--- src/rtl/at_response_parser_if.sv ---
// at_response_parser_if: UART byte stream into the parser and the parser's receive FIFO write port.
interface at_response_parser_if;
    logic [7:0] rx_data;
    logic rx_data_valid;
    logic fifo_full;
    logic fifo_wr_en;
    logic [7:0] fifo_din;
    modport master(output rx_data, rx_data_valid, fifo_full, input fifo_wr_en, fifo_din);
    modport slave(input rx_data, rx_data_valid, fifo_full, output fifo_wr_en, fifo_din);
endinterface

--- src/rtl/at_response_parser.sv ---
// at_response_parser: captures one CR LF terminated AT response line into a FIFO and classifies it as OK / ERROR.
module at_response_parser #(
    parameter logic [23:0] TIMEOUT_CYCLES = 24'd1000000
) (
    input  logic clock,
    input  logic reset,
    input  logic arm,
    at_response_parser_if.slave bus,
    output logic line_done,
    output logic resp_ok,
    output logic resp_error,
    output logic timeout,
    output logic overflow,
    output logic [7:0] byte_count,
    output logic [2:0] state
);
    typedef enum logic [2:0] {IDLE = 3'd0, WAIT_BYTE = 3'd1, GOT_CR = 3'd2, DONE = 3'd3, TIMEOUT = 3'd4} state_t;
    localparam logic [39:0] ERROR_TEXT = "ERROR";
    localparam logic [15:0] OK_TEXT = "OK";
    state_t state_q, state_d;
    logic [23:0] timer;
    logic ok_match, err_match, stray_cr;
    logic active, take, is_cr, is_lf, ends_line, content, expired;
    logic [7:0] err_char, ok_char;
    assign active = state_q == WAIT_BYTE || state_q == GOT_CR;
    assign take = active && arm && bus.rx_data_valid;
    assign is_cr = bus.rx_data == 8'h0D;
    assign is_lf = bus.rx_data == 8'h0A;
    assign ends_line = take && state_q == GOT_CR && is_lf;
    assign content = take && !is_cr && !ends_line;
    assign expired = active && arm && !bus.rx_data_valid && timer == TIMEOUT_CYCLES - 24'd1;
    assign err_char = 8'(ERROR_TEXT >> (8 * (3'd4 - byte_count[2:0])));
    assign ok_char = byte_count[0] ? OK_TEXT[7:0] : OK_TEXT[15:8];
    assign state = state_q;

    always_ff @(posedge clock or posedge reset)
        if (reset) state_q <= IDLE;
        else state_q <= state_d;

    always_comb begin
        state_d = IDLE;
        case (state_q)
            IDLE: state_d = arm ? WAIT_BYTE : IDLE;
            WAIT_BYTE, GOT_CR: state_d = !arm ? IDLE : expired ? TIMEOUT : !take ? state_q :
                                         is_cr ? GOT_CR : ends_line ? DONE : WAIT_BYTE;
            DONE: state_d = arm ? DONE : IDLE;
            TIMEOUT: state_d = arm ? TIMEOUT : IDLE;
            default: state_d = IDLE;
        endcase
    end

    always_ff @(posedge clock or posedge reset) begin
        if (reset) begin
            bus.fifo_wr_en <= 1'b0;
            bus.fifo_din <= 8'd0;
            line_done <= 1'b0;
            resp_ok <= 1'b0;
            resp_error <= 1'b0;
            timeout <= 1'b0;
            overflow <= 1'b0;
            byte_count <= 8'd0;
            timer <= 24'd0;
            ok_match <= 1'b0;
            err_match <= 1'b0;
            stray_cr <= 1'b0;
        end else begin
            bus.fifo_wr_en <= take && !bus.fifo_full;
            if (take && !bus.fifo_full) bus.fifo_din <= bus.rx_data;
            line_done <= ends_line;
            if (state_q == IDLE && arm) begin
                resp_ok <= 1'b0;
                resp_error <= 1'b0;
                timeout <= 1'b0;
                overflow <= 1'b0;
                byte_count <= 8'd0;
                timer <= 24'd0;
                ok_match <= 1'b1;
                err_match <= 1'b1;
                stray_cr <= 1'b0;
            end else begin
                if (active) timer <= take ? 24'd0 : timer + 24'd1;
                if (take && bus.fifo_full) overflow <= 1'b1;
                // a CR not followed by the terminating LF means the line is not exactly "OK"
                if (take && state_q == GOT_CR && !is_lf) stray_cr <= 1'b1;
                if (content) begin
                    if (byte_count != 8'hFF) byte_count <= byte_count + 8'd1;
                    if (byte_count < 8'd5 && bus.rx_data != err_char) err_match <= 1'b0;
                    if (byte_count < 8'd2 && bus.rx_data != ok_char) ok_match <= 1'b0;
                end
                if (ends_line) begin
                    resp_ok <= ok_match && byte_count == 8'd2 && !stray_cr;
                    resp_error <= err_match && byte_count >= 8'd5;
                end
                if (expired) timeout <= 1'b1;
            end
        end
    end
endmodule

--- src/flat_wrapper.sv ---
// flat-port wrapper written by rule: the top's interface ports become plain ports
module at_response_parser_flat 
#(
    parameter logic [23:0] TIMEOUT_CYCLES = 24'd1000000
)
  (clock, reset, arm, line_done, resp_ok, resp_error, timeout, overflow, byte_count, state, bus_rx_data, bus_rx_data_valid, bus_fifo_full, bus_fifo_wr_en, bus_fifo_din);
  at_response_parser_if bus_i ();
  input  logic clock;
  input  logic reset;
  input  logic arm;
  output logic line_done;
  output logic resp_ok;
  output logic resp_error;
  output logic timeout;
  output logic overflow;
  output logic [7:0] byte_count;
  output logic [2:0] state;
  input wire logic [$bits(bus_i.rx_data)-1:0] bus_rx_data;
  input wire logic [$bits(bus_i.rx_data_valid)-1:0] bus_rx_data_valid;
  input wire logic [$bits(bus_i.fifo_full)-1:0] bus_fifo_full;
  output wire logic [$bits(bus_i.fifo_wr_en)-1:0] bus_fifo_wr_en;
  output wire logic [$bits(bus_i.fifo_din)-1:0] bus_fifo_din;
  assign bus_i.rx_data = bus_rx_data;
  assign bus_i.rx_data_valid = bus_rx_data_valid;
  assign bus_i.fifo_full = bus_fifo_full;
  assign bus_fifo_wr_en = bus_i.fifo_wr_en;
  assign bus_fifo_din = bus_i.fifo_din;
  at_response_parser #(.TIMEOUT_CYCLES(TIMEOUT_CYCLES)) u_core (.clock(clock), .reset(reset), .arm(arm), .bus(bus_i), .line_done(line_done), .resp_ok(resp_ok), .resp_error(resp_error), .timeout(timeout), .overflow(overflow), .byte_count(byte_count), .state(state));
endmodule
--- config.mk ---
export PLATFORM = sky130hd
export DESIGN_NAME = at_response_parser_flat
export DESIGN_NICKNAME = d
export VERILOG_FILES = /design/src/rtl/at_response_parser_if.sv /design/src/rtl/at_response_parser.sv /design/src/flat_wrapper.sv
export SDC_FILE = /design/constraint.sdc
export NUM_CORES = 1
export LEC_CHECK = 0
export BUFFER_PORTS_ARGS = -buffer_cell sky130_fd_sc_hd__buf_2
export CAP_MARGIN = 40
export CORE_MARGIN = 2
export CORE_UTILIZATION = 50
export CTS_CLUSTER_DIAMETER = 60
export CTS_CLUSTER_SIZE = 20
export DETAILED_ROUTE_END_ITERATION = 10
export HOLD_SLACK_MARGIN = 0.02
export PLACE_DENSITY = 0.79
export SLEW_MARGIN = 10
export SYNTH_ARGS = -nofsm -noshare
export SYNTH_HDL_FRONTEND = slang
export SYNTH_SLANG_ARGS = --single-unit
--- constraint.sdc ---
create_clock -name clock -period 2.6 [get_ports clock]
set_input_delay 0.26 -clock clock [delete_from_list [all_inputs] [get_ports clock]]
set_output_delay 0.26 -clock clock [all_outputs]
set_load 0.01 [all_outputs]
# Yosys cells after proc, flatten, opt, wreduce, memory -nomap -nowiden
# Cells that the tools add are included.
dict set report word_totals {
  output_inout_bits 25
  elab_cells 102
  in_bits 13
  ff_bits 52
}
dict set report classes {
  reduce_logical 38
  magnitude_cmp 3
  n_mux 32
  eq_ne 12
  n_addsub 3
  shift 1
}
# op count
set op_table {}
lappend op_table {{2-to-1 mux 24 bit} 3}
lappend op_table {{>> shifter 39 x 32 -> 8 bit (first input constant)} 1}
lappend op_table {{adder 24 x 1 -> 24 bit (second input constant)} 1}
lappend op_table {{equality test 24 x 20 -> 1 bit (second input constant)} 1}
lappend op_table {{2-to-1 mux 8 bit} 3}
lappend op_table {{2-to-1 mux 3 bit} 6}
lappend op_table {{nonzero test 2 bit} 9}
lappend op_table {{logical AND 1 bit} 17}
lappend op_table {{2-to-1 mux 1 bit} 17}
lappend op_table {{equality test 8 x 4 -> 1 bit (second input constant)} 2}
lappend op_table {{inequality test 8 bit} 2}
lappend op_table {{case mux 3 bit (4 select lines)} 1}
lappend op_table {{adder 8 x 1 -> 8 bit (second input constant)} 1}
lappend op_table {{equality test 8 x 2 -> 1 bit (second input constant)} 1}
lappend op_table {{greater-or-equal comparator 8 x 3 -> 1 bit (second input constant)} 1}
lappend op_table {{< comparator 8 x 2 -> 1 bit (second input constant)} 1}
lappend op_table {{< comparator 8 x 3 -> 1 bit (second input constant)} 1}
lappend op_table {{inequality test 8 bit (second input constant)} 1}
lappend op_table {{equality test 3 x 2 -> 1 bit (second input constant)} 2}
lappend op_table {{logical NOT 1 bit} 6}
lappend op_table {{AND reduction 2 bit} 3}
lappend op_table {{2-to-1 mux 2 bit} 2}
lappend op_table {{inequality test 4 x 2 -> 1 bit (second input constant)} 1}
lappend op_table {{subtractor 3 x 3 -> 4 bit (first input constant)} 1}
lappend op_table {{5 further kinds} 5}

# Depth between registers and ports, before layout
# Gate-level depths: netlist of run 1.
dict set report logic_depth {
  depth_word 12
  mapped_depth 9
  mapped_depth_nobuf 7
}

# Least setup slack after synthesis of run 1
# OpenSTA, ideal clock, no wires.
dict set report synth_timing {
  path_kind {register to register}
  from {register u_core.byte_count[0]}
  to {register u_core.err_match}
  stages_incl_launch_ff 9
  period_less_slack_ps 2211
  t_arrival_ps 2128
  t_required_ps 2517
  path_buffers 1
  slack_ps 389
  path_cell_list {dfrtp_1 clkbuf_1 inv_1 ha_1 nor4b_1 xor2_1 nor4b_1 nand4_1 o21ai_0}
}
dict set report synth_between {
  elab_chain_cells 6
  elab_cells_between_ends 7
  cone_classes {1 x add/sub; 1 x order compare; 1 x eq/ne; 1 x shift; 3 x reduce/logical}
}
# element line_no
set synth_rtl {}
lappend synth_rtl {{start: declaration} at_response_parser.sv:14} ;# output logic [7:0] byte_count,
lappend synth_rtl {{start signal: assignment} at_response_parser.sv:86} ;# if (byte_count != 8'hFF) byte_count <= byte_count + 8'd1;
lappend synth_rtl {{subtractor 3 x 3 -> 4 bit} at_response_parser.sv:32} ;# assign err_char = 8'(ERROR_TEXT >> (8 * (3'd4 - byte_count[2:0])));
lappend synth_rtl {{>> shifter 39 x 32 -> 8 bit} at_response_parser.sv:32}
lappend synth_rtl {{inequality test 8 bit} at_response_parser.sv:87} ;# if (byte_count < 8'd5 && bus.rx_data != err_char) err_match <= 1'b0;
lappend synth_rtl {{logical AND 1 bit (*)} at_response_parser.sv:87}
lappend synth_rtl {{nonzero test 2 bit (no source line) (*)} n/a}
lappend synth_rtl {{AND reduction 2 bit (no source line) (*)} n/a}
lappend synth_rtl {{end signal: assignment} at_response_parser.sv:64} ;# err_match <= 1'b0;
lappend synth_rtl {{end signal: assignment} at_response_parser.sv:78} ;# err_match <= 1'b1;
lappend synth_rtl {{end signal: assignment} at_response_parser.sv:87}
lappend synth_rtl {{end: declaration} at_response_parser.sv:22} ;# logic ok_match, err_match, stray_cr;
# Mark *: on every way between the ends. The rest lies on a longest branch, timed or not.
# A chain may end at the register's enable or synchronous reset.

# Final worst setup path of run 1
dict set report layout_timing {
  from {register u_core.byte_count[1]}
  to {register u_core.err_match}
}
# Same word-level chain as after synthesis.

==> results of run 1 <==
## metal layers
metal,wire length [µm],up-vias
met5,0,-
met4,71,0
met3,296,5
met2,2997,64
li1,-,1165
met1,3254,1215
## power by group through the flow
stage / registers (µW) / logic [µW] / clock network, µW
CTS: 902 / 295 / 514
global route: 910 / 329 / 542
finish: 901 / 293 / 498
detailed placement: 916 / 294 / 0
global placement: 913 / 286 / 0
floorplan: 926 / 184 / 0
## sequential cells by signal (all words and copies together), names as in the netlist
| signal | cells |
|---|---|
| u_core.line_done | 1 |
| u_core.bus.fifo_din | 8 |
| u_core.resp_error | 1 |
| u_core.timer | 24 |
| u_core.stray_cr | 1 |
| u_core.resp_ok | 1 |
| u_core.err_match | 1 |
| u_core.state | 3 |
| u_core.bus.fifo_wr_en | 1 |
| u_core.byte_count | 8 |
| u_core.timeout | 1 |
| u_core.overflow | 1 |
| u_core.ok_match | 1 |
## metrics by stage
step / instance area [µm²] / setup slack [ps]
floorplan: 2925 / 389.0
global placement: 3169 / 590.7
detailed placement: 3169 / 448.9
CTS: 3266 / 416.5
global route: 3266 / 213.3
finish: 3266 / 463.3
## kinds of logic (layout without fill, tap and decap cells)
family | Yosys count | in the layout | synth area share [%]
adders and majority gates | 4 | 4 | 1.711
AOI/OAI and AO/OA | 52 | 52 | 11.80
muxes | 10 | 10 | 3.764
xor gates and xnor gates | 26 | 26 | 7.784
and+or+nand+nor | 137 | 137 | 26.95
DFF | 52 | 52 | 44.48
buffers and inverters | 22 | 57 | 3.507
## area by class of cell
type	count	area, µm²
Tap cell	72	90.09
Inverter	7	26.28
Fill cell	494	2308
Multi-Input combinational cell	229	1521
Timing Repair Buffer	43	230.2
Sequential cell	52	1301
Clock buffer	7	96.34
## synthesized netlist by cell type (all sizes together) (2+ instances only)
| cell type | instances |
|---|---|
| o31ai | 3 |
| a21oi | 12 |
| or3 | 7 |
| inv | 7 |
| and3 | 6 |
| nand4 | 12 |
| a41oi | 4 |
| nand2b | 4 |
| nor4b | 2 |
| a31oi | 2 |
| and2 | 3 |
| or2 | 2 |
| o21a | 2 |
| a21boi | 2 |
| o21ai | 13 |
| mux2 | 8 |
| or4b | 2 |
| nor2 | 37 |
| nor4 | 11 |
| xnor2 | 12 |
| dfrtp | 52 |
| mux2i | 2 |
| ha | 4 |
| clkbuf | 11 |
| nor3b | 2 |
| nor2b | 3 |
| nand3 | 14 |
| nor3 | 4 |
| nand2 | 20 |
| xor2 | 14 |
| nor4bb | 2 |
| and4 | 3 |
| o211ai | 4 |
| buf | 4 |
## critical path, cell delays in order (launching register included)
cell and delay (ps):
dfrtp_1 570, inv_1 120, ha_1 360, nor4b_1 360, xor2_1 110, nor4b_1 250
nand4_1 110, o21ai_0 170
## how the worst max path moves through the flow
| stage | startpoint | end | slack (ps) | depth (start not counted) |
|---|---|---|---|---|
| 5_1_grt | u_core.byte_count[1] | u_core.err_match | 210 | 7 |
| 3_3_place_gp | u_core.byte_count[1] | u_core.err_match | 590 | 7 |
| 4_1_cts | u_core.byte_count[1] | u_core.err_match | 420 | 7 |
| 6_report | u_core.byte_count[1] | u_core.err_match | 460 | 7 |
| 2_1_floorplan | u_core.byte_count[0] | u_core.err_match | 390 | 8 |
| 3_5_place_dp | u_core.byte_count[1] | u_core.err_match | 450 | 7 |
==> run metrics, run 1 <==
outcome=finished clean; drt wl/cell=16.15 µm; Crit path required time=2830 ps; routing usage on met3=3.596%; Yosys cell types=57; worst r2r src=u_core.byte_count[1]; sw frac=27.60%; antenna cell count=0; Setup TNS=0 ps; GR Util met2=33.08%; Rows=27; DP Wirelength=4627 µm; Worst Skew=12.16 ps; RSZ-0062 raised after global routing=no; worst hold margin=18.08 ps; IO buf count=37; Syn Std Cell Area=2925 µm²; Placer Congestion=0.8449; synth warn=0; clock buffer depth=2; chip width=80.49 µm; R2R Setup Slk=460 ps; Vert. Die Dim=80.49 µm; critical path type=flip-flop to flip-flop; r2r endpoint=u_core.err_match; #FFs+latches synth=52; Via density=5.973; post-synthesis async set-or-reset flop share=100.0%; Clock Root Buffer=clkbuf_8; layout cells sized above 1=21.01%; Starting DRT DRC Count=217; crit start category=flip-flop; final wirelength=6620 µm; die area=6479 µm²; Core Region=5574 µm²; DRT Pass-1 Iters=4; DRC viols=0; top_reg_cell synth=dfrtp_1; Tot Pwr=1693 µW; first-pass GRT wire length=11230 µm; Peak Freq=0.4680 GHz; Clk pin slew, worst setup/hold paths=90 ps; Vias=2449; post-layout min period=2137 ps; Fin. Hold Viols=0; Post-CTS Setup Inserts=0; endpoints failing setup=0; Post-CTS Resized=0; GRT busiest layer=met1; final net count=355; initial antenna violation count=0; GR Util met1=33.09%; Tightest Hold Check Type=primary input to async pin; Pleak=0.001457 µW; part of the power in registers=53.2%; Sink Count=52; most common cell after layout, fill and taps aside=dfrtp_1; CTS HTree Levels=2; grt ovf=0; Slew @ Worst Pin=696.4 ps; Final Non-Filler Cells=410; CP arrival=2360 ps; Avg Inst Size Synth=9.654 µm²; CTS tree=built; Max VDD drop=0.0002729 V; max-slew violations=0; Final Cycle Share=82.18%; number of flops mapped to enable cells by yosys=0; final design utilization=58.59%; reported net switching power=467.1 µW; Initial Util=52.48%; Clk Latency, worst-skew pair=310 ps; vias in the first global route=2329; leading area contributor after synthesis=dfrtp_1; Tot GR Track Use=22.29%; Logic pwr share=17.3%; pwr/cell area=518.3 nW/µm²; top cell type's share of synthesized area=44.48%; Critical Path End Type=flip-flop; Int Pwr=1225 µW; CTS Hold Bufs=0; Seq/Total Area, Yosys=44.48%; Area Growth Syn to Fin=11.63%; TritonCTS Buffers=5; Rel. slew slack=53.40%; Synth Net Count=320; Clk network pwr share=29.5%; Post-Syn Instances=303; most frequent cells in the layout=dfrtp_1, buf_2, nor2_1; largest cells by area after synthesis=dfrtp_1, nor2_1, xor2_1, xnor2_1, mux2_2; Crit Path Max Fanout=12; io pins=38; Max Cap Viol=0; largest net degree at the start of global routing=29; Placed Cells=403; Antenna Violating Nets Remaining=0; Worst R2R Path Depth=7
Power figures use the tool's default switching activity.
==> run 2: changes to the inputs <==
- PLACE_DENSITY: 0.79 -> 0.81
- clock period: 2.6 -> 1.7 ns (I/O delays scaled with it)
==> run metrics, run 2 (synthesized netlist as in run 1, its figures left out) <==
IO buf count=37; Vert. Die Dim=80.49 µm; Rows=27; Logic pwr share=23.6%; TritonCTS Buffers=5; CTS tree=built; clock buffer depth=2; most common cell after layout, fill and taps aside=buf_4; drt wl/cell=18.21 µm; Antenna Violating Nets Remaining=0; sw frac=28.70%; chip width=80.49 µm; largest net degree at the start of global routing=53; largest reg by FF count=u_core.timer; routing usage on met3=5.056%; RSZ-0062 raised after global routing=yes; io pins=38; DRT Pass-1 Iters=5; Tot GR Track Use=25.28%; initial antenna violation count=0; Initial Util=52.48%; Pleak=0.001982 µW; critical path type=flip-flop to flip-flop; Clock Root Buffer=clkbuf_8; critical-path cell list=a21o_1 -> buf_6 -> or3b_4 -> nor4_4 -> xnor2_1 -> nor2_1; Tightest Hold Check Type=primary input to flip-flop; crit start category=flip-flop; Slew @ Worst Pin=396.9 ps; Core Region=5574 µm²; Sink Count=52; Max Cap Viol=0; Critical Path End Type=flip-flop; Fin. Hold Viols=0; Clk Latency, worst-skew pair=310 ps; Vias=2847; grt ovf=0; DRC viols=0; GR Util met1=35.46%; max-slew violations=0; DP Wirelength=5299 µm; Tot Pwr=2824 µW; Int Pwr=2013 µW; first-pass GRT wire length=12480 µm; GRT busiest layer=met2; final net count=417; final wirelength=8595 µm; Placer Congestion=0.8718; vias in the first global route=2609; reported net switching power=810.2 µW; Clk pin slew, worst setup/hold paths=100 ps; Area Growth Syn to Fin=42.81%; biggest regs=u_core.timer (24), u_core.bus.fifo_din (8), u_core.byte_count (8); Largest register FFs=24; GR Util met2=39.08%; most frequent cells in the layout=buf_4, dfrtp_1, buf_2; Via density=6.032; pwr/cell area=675.9 nW/µm²; worst path bufs/invs=1; Setup TNS=-1623 ps; Crit path required time=1910 ps; endpoints failing setup=27; CTS HTree Levels=2; Final Cycle Share=108.5%; Final Non-Filler Cells=472; Starting DRT DRC Count=310; Worst Skew=7.924 ps; part of the power in registers=48.9%; slowest stage delay, CP=510 ps; Rel. slew slack=73.49%; Crit Path Max Fanout=7; Max VDD drop=0.0005070 V; outcome=complete, but fails checks; die area=6479 µm²; critical path's top delay family=simple AND/OR/NAND/NOR gates; Clk network pwr share=27.5%; Peak Freq=0.5420 GHz; CP arrival=2060 ps; antenna cell count=0; failing checks=negative setup slack; layout cells sized above 1=44.25%; Placed Cells=445; final setup margin=-145.1 ps; post-layout min period=1845 ps; Slowest-stage cell, CP=dfrtp_2
## run 2: cell count changes in the layout (fill, tap and decap cells not counted), sizes merged
cell,previous run,this run
buf,43,102
clkbuf,7,8
dlygate4sd3,0,1
or3b,1,2
## run 2: cell type report
type | count | area [µm²]
inverter | 7 | 26.28
clock buffer | 7 | 96.34
multi-input combinational | 230 | 1876
fill | 347 | 1396
sequential | 52 | 1306
tap | 72 | 90.09
timing repair buffer | 104 | 783.3
## run 2: stage by stage
| stage | setup slack, ps | utilization [%] | hold slack [ps] | instance area (µm²) |
|---|---|---|---|---|
| after floorplan | -127.9 | - | 294.0 | 3057 |
| after global placement | -48.51 | 64.83 | 237.1 | 3613 |
| after detailed placement | -117.3 | 64.83 | 239.7 | 3613 |
| after CTS | -72.65 | 68.71 | 137.3 | 3830 |
| after global routing | -197.4 | 74.95 | 142.8 | 4178 |
| final | -145.1 | 74.95 | 145.8 | 4178 |
## run 2: power groups by stage
stage	combinational, µW	sequential (µW)	clock (µW)
floorplan	325	1420	0
global placement	533	1390	0
detailed placement	551	1390	0
CTS	573	1370	773
global route	718	1390	825
finish	667	1380	777
## run 2: path summary, 6_finish.rpt
| kind | slack, ps | cells after the start | end | from |
|---|---|---|---|---|
| worst max-delay path | -150 | 6 | u_core.timer[15] | u_core.state[0] |
| max in group asynchronous | 1000 | 4 | u_core.byte_count[0] | reset |
| worst max register to register | -150 | 6 | u_core.timer[15] | u_core.state[0] |
| worst min-delay path | 150 | 2 | u_core.bus.fifo_din[3] | bus_rx_data[3] |
| worst min register to register | 500 | 1 | u_core.timer[18] | u_core.timer[18] |
| min in group asynchronous | 440 | 4 | u_core.timer[22] | reset |
## run 2: repair_timing
action,4_1_cts,5_1_grt
buffers inserted,3,14
endpoints found under the setup margin,27,41
cloned,1,1
hold buffers,1,0
endpoints found under the hold margin,52,0
pin swaps,13,20
gates resized for setup,17,51
## run 2: layer usage
metal	vias up	part of all wire, %	routed length [µm]
met4	0	2.8	239
li1	1291	-	-
met5	-	0	0
met2	159	47	4028
met3	25	7.6	651
met1	1372	43	3676
